### src/rtl/checksum_pkg.sv
// checksum_pkg
//   Shared definitions for the checksum encoder and checksum_verify decoder:
//   codeword/data/polynomial widths, the divider state type and the width of
//   the divider iteration counter.
package checksum_pkg;

    localparam int IN_DATA_WIDTH  = 21;  // codeword (dividend) width
    localparam int OUT_DATA_WIDTH = 17;  // recovered data (quotient) width
    localparam int POLY_WIDTH     = 4;   // polynomial (divisor) / remainder width

    localparam int CNT_WIDTH = $clog2(IN_DATA_WIDTH + 1);

    typedef enum logic [1:0] {
        IDLE = 2'd0,
        CALC = 2'd1,
        DONE = 2'd2
    } state_t;

endpackage

### src/rtl/checksum_div_step.sv
// checksum_div_step
//   One restoring-division step: shifts the next dividend bit into the
//   partial remainder and subtracts the divisor when it fits.
// Ports:
//   rem_i     : current partial remainder (always < divisor)
//   bit_i     : next dividend bit, MSB first
//   divisor_i : divisor
//   rem_o     : new partial remainder
//   q_o       : quotient bit produced by this step
module checksum_div_step
    import checksum_pkg::*;
#(
    parameter int POLY_WIDTH = checksum_pkg::POLY_WIDTH
) (
    input  logic [POLY_WIDTH-1:0] rem_i,
    input  logic                  bit_i,
    input  logic [POLY_WIDTH-1:0] divisor_i,
    output logic [POLY_WIDTH-1:0] rem_o,
    output logic                  q_o
);

    logic [POLY_WIDTH:0] shifted;
    logic [POLY_WIDTH:0] diff;

    always_comb begin
        shifted = {rem_i, bit_i};
        diff    = shifted - {1'b0, divisor_i};
        q_o     = (shifted >= {1'b0, divisor_i});
        // The result is always < divisor, so the top bit is known zero.
        rem_o   = POLY_WIDTH'(q_o ? diff : shifted);
    end

endmodule

### src/rtl/checksum_verify.sv
// checksum_verify
//   Receive-side checker for the checksum encoder: divides a received
//   codeword by the polynomial (one quotient bit per clock) and reports the
//   recovered data, the remainder and an error flag.
// Ports:
//   clk, reset   : clock, synchronous active-high reset
//   in_data_vld  : codeword valid (accepted when in_ready is high)
//   in_data      : received codeword
//   polynomial   : divisor
//   in_ready     : high only while idle
//   out_data     : recovered data (low OUT_DATA_WIDTH quotient bits)
//   out_rem      : remainder
//   out_err      : non-zero remainder, quotient overflow or zero divisor
//   out_data_vld : one-cycle result strobe
//   err_cnt      : saturating count of erroneous results
//                  (only when CHECKSUM_VERIFY_ERR_CNT_EN is defined)
module checksum_verify
    import checksum_pkg::*;
#(
    parameter int IN_DATA_WIDTH  = checksum_pkg::IN_DATA_WIDTH,
    parameter int OUT_DATA_WIDTH = checksum_pkg::OUT_DATA_WIDTH,
    parameter int POLY_WIDTH     = checksum_pkg::POLY_WIDTH
) (
    input  logic                      clk,
    input  logic                      reset,
    input  logic                      in_data_vld,
    input  logic [IN_DATA_WIDTH-1:0]  in_data,
    input  logic [POLY_WIDTH-1:0]     polynomial,
    output logic                      in_ready,
    output logic [OUT_DATA_WIDTH-1:0] out_data,
    output logic [POLY_WIDTH-1:0]     out_rem,
    output logic                      out_err,
    output logic                      out_data_vld
`ifdef CHECKSUM_VERIFY_ERR_CNT_EN
    ,
    output logic [15:0]               err_cnt
`endif
);

    localparam int CNT_W = $clog2(IN_DATA_WIDTH + 1);

    state_t                    state_q;
    logic [CNT_W-1:0]          cnt_q;
    logic [IN_DATA_WIDTH-1:0]  dividend_q;
    logic [POLY_WIDTH-1:0]     divisor_q;
    logic [POLY_WIDTH-1:0]     rem_q;
    logic [IN_DATA_WIDTH-1:0]  quot_q;

    logic [POLY_WIDTH-1:0]     rem_d;
    logic                      q_bit;
    logic [IN_DATA_WIDTH-1:0]  quot_d;

    checksum_div_step #(
        .POLY_WIDTH(POLY_WIDTH)
    ) u_step (
        .rem_i     (rem_q),
        .bit_i     (dividend_q[IN_DATA_WIDTH-1]),
        .divisor_i (divisor_q),
        .rem_o     (rem_d),
        .q_o       (q_bit)
    );

    always_comb begin
        quot_d = (quot_q << 1) | IN_DATA_WIDTH'(q_bit);
    end

    always_ff @(posedge clk) begin
        if (reset) begin
            state_q      <= IDLE;
            cnt_q        <= '0;
            dividend_q   <= '0;
            divisor_q    <= '0;
            rem_q        <= '0;
            quot_q       <= '0;
            in_ready     <= 1'b1;
            out_data     <= '0;
            out_rem      <= '0;
            out_err      <= 1'b0;
            out_data_vld <= 1'b0;
        end else begin
            case (state_q)
                IDLE: begin
                    out_data_vld <= 1'b0;
                    if (in_data_vld) begin
                        in_ready <= 1'b0;
                        if (polynomial == '0) begin
                            state_q      <= DONE;
                            out_data     <= '1;
                            out_rem      <= '0;
                            out_err      <= 1'b1;
                            out_data_vld <= 1'b1;
                        end else begin
                            state_q    <= CALC;
                            dividend_q <= in_data;
                            divisor_q  <= polynomial;
                            rem_q      <= '0;
                            quot_q     <= '0;
                            cnt_q      <= '0;
                        end
                    end
                end
                CALC: begin
                    rem_q      <= rem_d;
                    quot_q     <= quot_d;
                    dividend_q <= dividend_q << 1;
                    cnt_q      <= cnt_q + 1'b1;
                    // Last step: publish results straight from the step output.
                    if (cnt_q == CNT_W'(IN_DATA_WIDTH - 1)) begin
                        state_q      <= DONE;
                        out_data     <= quot_d[OUT_DATA_WIDTH-1:0];
                        out_rem      <= rem_d;
                        out_err      <= (rem_d != '0) ||
                                        (quot_d[IN_DATA_WIDTH-1:OUT_DATA_WIDTH] != '0);
                        out_data_vld <= 1'b1;
                    end
                end
                DONE: begin
                    state_q      <= IDLE;
                    out_data_vld <= 1'b0;
                    in_ready     <= 1'b1;
                end
                default: begin
                    state_q      <= IDLE;
                    out_data_vld <= 1'b0;
                    in_ready     <= 1'b1;
                end
            endcase
        end
    end

`ifdef CHECKSUM_VERIFY_ERR_CNT_EN
    // Counts on the edge that ends the DONE cycle of an erroneous result.
    always_ff @(posedge clk) begin
        if (reset) begin
            err_cnt <= '0;
        end else if (out_data_vld && out_err && (err_cnt != 16'hFFFF)) begin
            err_cnt <= err_cnt + 16'd1;
        end
    end
`endif

endmodule

### config.mk
export PLATFORM = sky130hd
export DESIGN_NAME = checksum_verify
export DESIGN_NICKNAME = d
export VERILOG_FILES = /design/src/rtl/checksum_pkg.sv /design/src/rtl/checksum_div_step.sv /design/src/rtl/checksum_verify.sv
export SDC_FILE = /design/constraint.sdc
export NUM_CORES = 1
export LEC_CHECK = 0
export ABC_AREA = 1
export ABC_CLOCK_PERIOD_IN_PS = 1700
export CAP_MARGIN = 5
export CORE_MARGIN = 2
export CORE_UTILIZATION = 35
export DETAILED_ROUTE_END_ITERATION = 12
export GPL_TIMING_DRIVEN = 0
export SLEW_MARGIN = 15
export SYNTH_ARGS = -nofsm -noshare
export SYNTH_HDL_FRONTEND = slang
export SYNTH_SLANG_ARGS = --single-unit
### constraint.sdc
create_clock -name clk -period 1.7 [get_ports clk]
set_input_delay 0.425 -clock clk [delete_from_list [all_inputs] [get_ports clk]]
set_output_delay 0.425 -clock clk [all_outputs]
set_load 0.005 [all_outputs]
## Word level (Yosys, flattened, before mapping)

Cells that the tools add are included.

- Input port bits: 28
- Word-level logic and storage cells: 69
- Output and inout port bits: 24
- Flip-flop bits (word level): 80

- Reduce and logical (&&, ||, !) cells: 11
- Muxes and demuxes: 35
- $add $sub $neg: 2
- Order comparisons: 1
- Bitwise gates (word level): 3
- Eq/ne operators: 6

Operators by type and width:

| kind | count |
|---|---|
| 17-bit two-way mux | 3 |
| 21-bit two-way mux | 2 |
| 21-bit case mux with 2 select lines | 1 |
| 20-bit two-way mux | 2 |
| 20-bit case mux with 2 select lines | 1 |
| 17-bit case mux with 2 select lines | 1 |
| 4-bit two-way mux | 6 |
| 21-bit by 1-bit bitwise OR with 21-bit output | 1 |
| 4-bit case mux with 2 select lines | 2 |
| 5-bit two-way mux | 2 |
| 5-bit case mux with 2 select lines | 1 |
| 2-bit inequality test, second input constant | 4 |
| 4-bit nonzero test | 2 |
| 1-bit two-way mux | 7 |
| 2-bit two-way mux | 3 |
| 1-bit case mux with 2 select lines | 3 |
| 3-bit AND reduction | 2 |
| 5-bit by 1-bit adder with 5-bit output, second input constant | 1 |
| 5-bit equality test, second input constant | 1 |
| 5-bit by 4-bit >= comparator with 1-bit output | 1 |
| 4-bit zero test | 1 |
| 2-bit case mux with 2 select lines | 1 |
| 2-bit AND reduction | 2 |
| 4-bit AND reduction | 1 |
| 6 further kinds | 7 |

## Logic depth before layout (Yosys ltp)

- Word-level depth: 6
- Gate-level depth with buffers: 14
- Depth with buffers taken out: 14

## Modules after synthesis

From an unflattened synthesis, not the netlist that was laid out.

- Cells, all modules: 520
- Area, all modules: 3656.0 um^2

Modules (own cells, without submodules):

| module | times used | sequential area each (um^2) | cells each | area each (um^2) |
|---|---|---|---|---|
| checksum_verify | 1 | 1601.5 | 481 | 3402.0 |
| checksum_div_step | 1 | 0.0 | 39 | 254.0 |

## Least setup slack after synthesis

Ideal clock, no wire load.

- Path type: flip-flop to flip-flop
- Start: reg divisor_q[2]
- End: reg out_err
- Period minus slack after synthesis: 1578 ps
- Required time: 1591 ps
- Setup slack: 122 ps
- Stages on the path, launching flop included: 13
- Arrival time: 1469 ps
- Setup time: 109 ps
- Buffers on the path: 0
- Cells stage by stage: dfxtp_1 inv_1 ha_1 a21oi_2 nand2_1 nand2_1 nand2_2 nand2_1 nand2_1 nor2_1 nand3_1 nand2_1 inv_1

- Cells in the longest elaborated chain, start to end: 6
- Elaborated cells between the ends (all ways): 7
- Those cells by class: add/sub (1); order compare (1); mux (3); reduce/logical (2)

Ends and longest elaborated chain:

| item | RTL line | source |
|---|---|---|
| from (decl) | checksum_verify.sv:45 | `logic [POLY_WIDTH-1:0] divisor_q;` |
| from (signal assigned) | checksum_verify.sv:95 | `divisor_q <= polynomial;` |
| 4-bit subtractor or 5-bit by 4-bit >= comparator with 1-bit output (tied branches) | checksum_div_step.sv:27, checksum_div_step.sv:28 |  |
| 4-bit two-way mux (*) | checksum_div_step.sv:30 | `rem_o = POLY_WIDTH'(q_o ? diff : shifted);` |
| 4-bit nonzero test (*) | checksum_verify.sv:112 | `out_err <= (rem_d != '0) \|\|` |
| 1-bit logical OR (*) | checksum_verify.sv:112 |  |
| 1-bit two-way mux (*) | checksum_verify.sv:108 | `if (cnt_q == CNT_W'(IN_DATA_WIDTH - 1)) begin` |
| 1-bit case mux with 2 select lines (*) | checksum_verify.sv:81 | `case (state_q)` |
| to (signal assigned) | checksum_verify.sv:112 |  |
| to (decl) | checksum_verify.sv:32 | `output logic out_err,` |

Mark *: on every way between the ends. The rest lies on a longest branch, timed or not. The select of a mux whose other input is x is not followed.
A chain may end at the register's enable or synchronous reset.

## Worst setup path after layout

- Start: reg in_ready
- End: out in_ready

RTL lines:

| item | RTL line | source |
|---|---|---|
| from (decl) | checksum_verify.sv:29 | `output logic in_ready,` |
| from (signal assigned) | checksum_verify.sv:75 | `in_ready <= 1'b1;` |
| from (signal assigned) | checksum_verify.sv:85 | `in_ready <= 1'b0;` |
| from (signal assigned) | checksum_verify.sv:120 | `in_ready <= 1'b1;` |

No word-level cell between the ends.

==> results_dict.tcl <==
set metrics [dict create \
    slowest_delay_ns 0.51 \
    clock_latency_ns 0.35 \
    die-height_um 101 \
    ys_seq_elements 80 \
    hold_path_class "reg2reg" \
    drtAntennaViolNets 0 \
    vias 3049 \
    synth-edff-count 0 \
    r2r_setup_slack_ns 0.07 \
    leakagePower_uw 0.00165 \
    path_class "reg2out" \
    antenna_cells 0 \
    antenna_found_initial 0 \
    rows 35 \
    p_per_area_nw_per_um2 1090 \
    grt_max_degree 14 \
    vdd_drop_max_v 0.000593 \
    routedWlPerCell_um 13.2 \
    cp.required_ns 1.27 \
    synth-main-ff-cell "dfxtp_1" \
    final_util 0.467 \
    yosys_warnings 0 \
    finalCritPeriodShare 0.966 \
    drt-initial-drc-count 153 \
    gp_congestion 0.755 \
    synth_top_area_share 0.483 \
    setup_ws_ns 0.0573 \
    fmax_mhz 609 \
    synth_area_leaders "dfxtp_1 48%, nand2_1 15%, a21oi_1 8.0%" \
    drt_wl_total_mm 8.18 \
    coreArea_um2 9200 \
    cp.arrival_ns 1.22 \
    end_kind "output pin" \
    syn-num-nets 469 \
    synth_area_per_cell_um2 7.64 \
    cts_buffers 9 \
    grt_pass1_vias 2868 \
    synthTopCellsByCount "134 x nand2_1, 80 x dfxtp_1, 53 x a21oi_1, 36 x o21ai_1, 20 x a31oi_1" \
    worstSetupStartpointType "register" \
    cts_tree "done" \
    period_needed_ns 1.64 \
    drive_above_1_share 0.160 \
    ctsRootBufferMaster "clkbuf_8" \
    drtPass1Iterations 4 \
    ys_types 28 \
    yosysSeqAreaShare 0.483 \
    critPathMaxFanout 2 \
    nets 538 \
    synthesis.instances 434 \
    area_delta_synth_final_pct 29.5 \
    clkTransAtPathRegs_ns 0.08 \
    max_slew_margin 0.667 \
    grt-ovfl-total 0 \
    slowest_stage "clkdlybuf4s50_1" \
    pre_cts_slack_ns -0.348 \
    viasPerCell 4.93 \
    drc 0 \
    clock_path_buffers 2 \
    rsz0062_at_grt "true" \
    synthesis.area_um2 3320 \
    grtUsageTotal 0.166 \
    htree_levels 3 \
    start_util 0.361 \
    dieArea_um2 10300 \
    hold_viol_final 0 \
    status "complete, no violations" \
    num_io_pins 52 \
    synth.most_common_cell "nand2_1" \
    path_cells "clkdlybuf4s50_1" \
    die_width_um 101 \
    fin_skew_ns 0.0105 \
    synthArstFlopShare 0 \
    drv_slew 0 \
    hpwlAfterDp_mm 5.65 \
    synth_area_leader_cell "dfxtp_1" \
    clock-sinks 80 \
    grt_first_pass_wirelength_mm 13.4 \
    setup_violations 0 \
    portBuffers 51 \
    critPathTopFamily "buffers and inverters" \
    tightest_slew_ns 0.500 \
    maxCapViolCount 0 \
    critPathBufInv 1 \
]
==> placed cells by master, fill, tap and decap left out, types with 2 or more instances in the layout <==
cell,count
ha_4,3
clkbuf_1,8
inv_2,8
nor3_2,2
clkbuf_2,4
o21ai_0,12
ha_1,3
nor2_2,4
o21a_1,2
clkbuf_8,9
nand3_1,9
a21oi_2,2
o21ai_1,36
clkinv_2,2
clkinvlp_4,2
nand2_4,2
nor2_1,12
dfxtp_1,72
nand2_2,7
nand4_1,3
buf_4,6
clkdlybuf4s50_1,49
a21oi_1,53
a31oi_1,20
dlymetal6s2s_1,2
inv_1,13
buf_2,10
nand2_1,129
dfxtp_2,8
buf_6,7
==> power breakdown <==
group          total (uW)  leakage [uW]  internal, uW  switching (uW)
sequential           2160      0.000658          2060             102
clock                1350     0.0000883           671             678
combinational        1160      0.000903           527             638
total                4670       0.00165          3250            1420
==> stage by stage <==
| step | hold slack [ns] | cell area, um2 | power, uW | std cells | TNS (ns) |
|---|---|---|---|---|---|
| 3_5_place_dp | 0.457 | 3970 | 3250 | 596 | -18.69 |
| 6_report | 0.465 | 4300 | 4670 | 618 | 0 |
| 2_1_floorplan | 0.435 | 3320 | 2830 | 434 | 0 |
| 5_1_grt | 0.490 | 4300 | 4960 | 618 | -0.0462 |
| 4_1_cts | 0.470 | 4160 | 4620 | 611 | 0 |
| 3_3_place_gp | 0.450 | 3970 | 3240 | 596 | -18.21 |
==> registers in the layout, indices dropped and copies added, names as in the netlist <==
register and count:
dividend_q 21, rem_q 4, out_data 17, divisor_q 4, out_data_vld 1, out_rem 4, cnt_q 5, state_q 2
quot_q 20, out_err 1, in_ready 1
==> path summary, 6_finish.rpt <==
path | end | from | cells past startpoint
hold reg to reg | out_data[6] | out_data[6] | 2
setup / recovery | in_ready | in_ready | 1
hold / removal | out_data[6] | out_data[6] | 2
setup reg to reg | out_err | dividend_q[20] | 10
==> worst register-to-register path: cells and delay by family, from the launching register on <==
family / cells / cell delay [ns]
buf+inv: 3 / 0.16
simple gates: 5 / 0.39
flops: 1 / 0.37
fa+ha+maj: 2 / 0.60
==> routing by layer <==
metal	wire length (um)	vias up	track usage	part of all wire
li1	-	1570	-	-
met1	4180	1408	0.222	0.51
met2	3630	65	0.260	0.44
met3	324	6	0.0559	0.040
met4	53	0	0.0416	0.0065
met5	0	-	0	0
==> logic make-up after synthesis <==
family | share of synthesized area
simple gates | 0.211
compound gates | 0.200
flops | 0.483
buf+inv | 0.0747
fa+ha+maj | 0.0287
xor+xnor | 0.00264
==> layout make-up <==
| class | count | area (um2) |
|---|---|---|
| tap | 111 | 139 |
| clock buffer | 10 | 128 |
| clock inverter | 5 | 58.8 |
| buffer | 27 | 164 |
| inverter | 23 | 90.1 |
| multi-input combinational | 304 | 1530 |
| sequential | 80 | 1610 |
| timing repair buffer | 58 | 572 |
| fill | 945 | 4900 |
==> timing repair <==
item                       CTS  global route
gates resized for setup      2            35
setup buffers                0             7
setup endpoints to repair    4            43
hold buffers                 0             0
pin swaps                    1            13
cloned                       0             0
(Power assumes the default switching activity.)
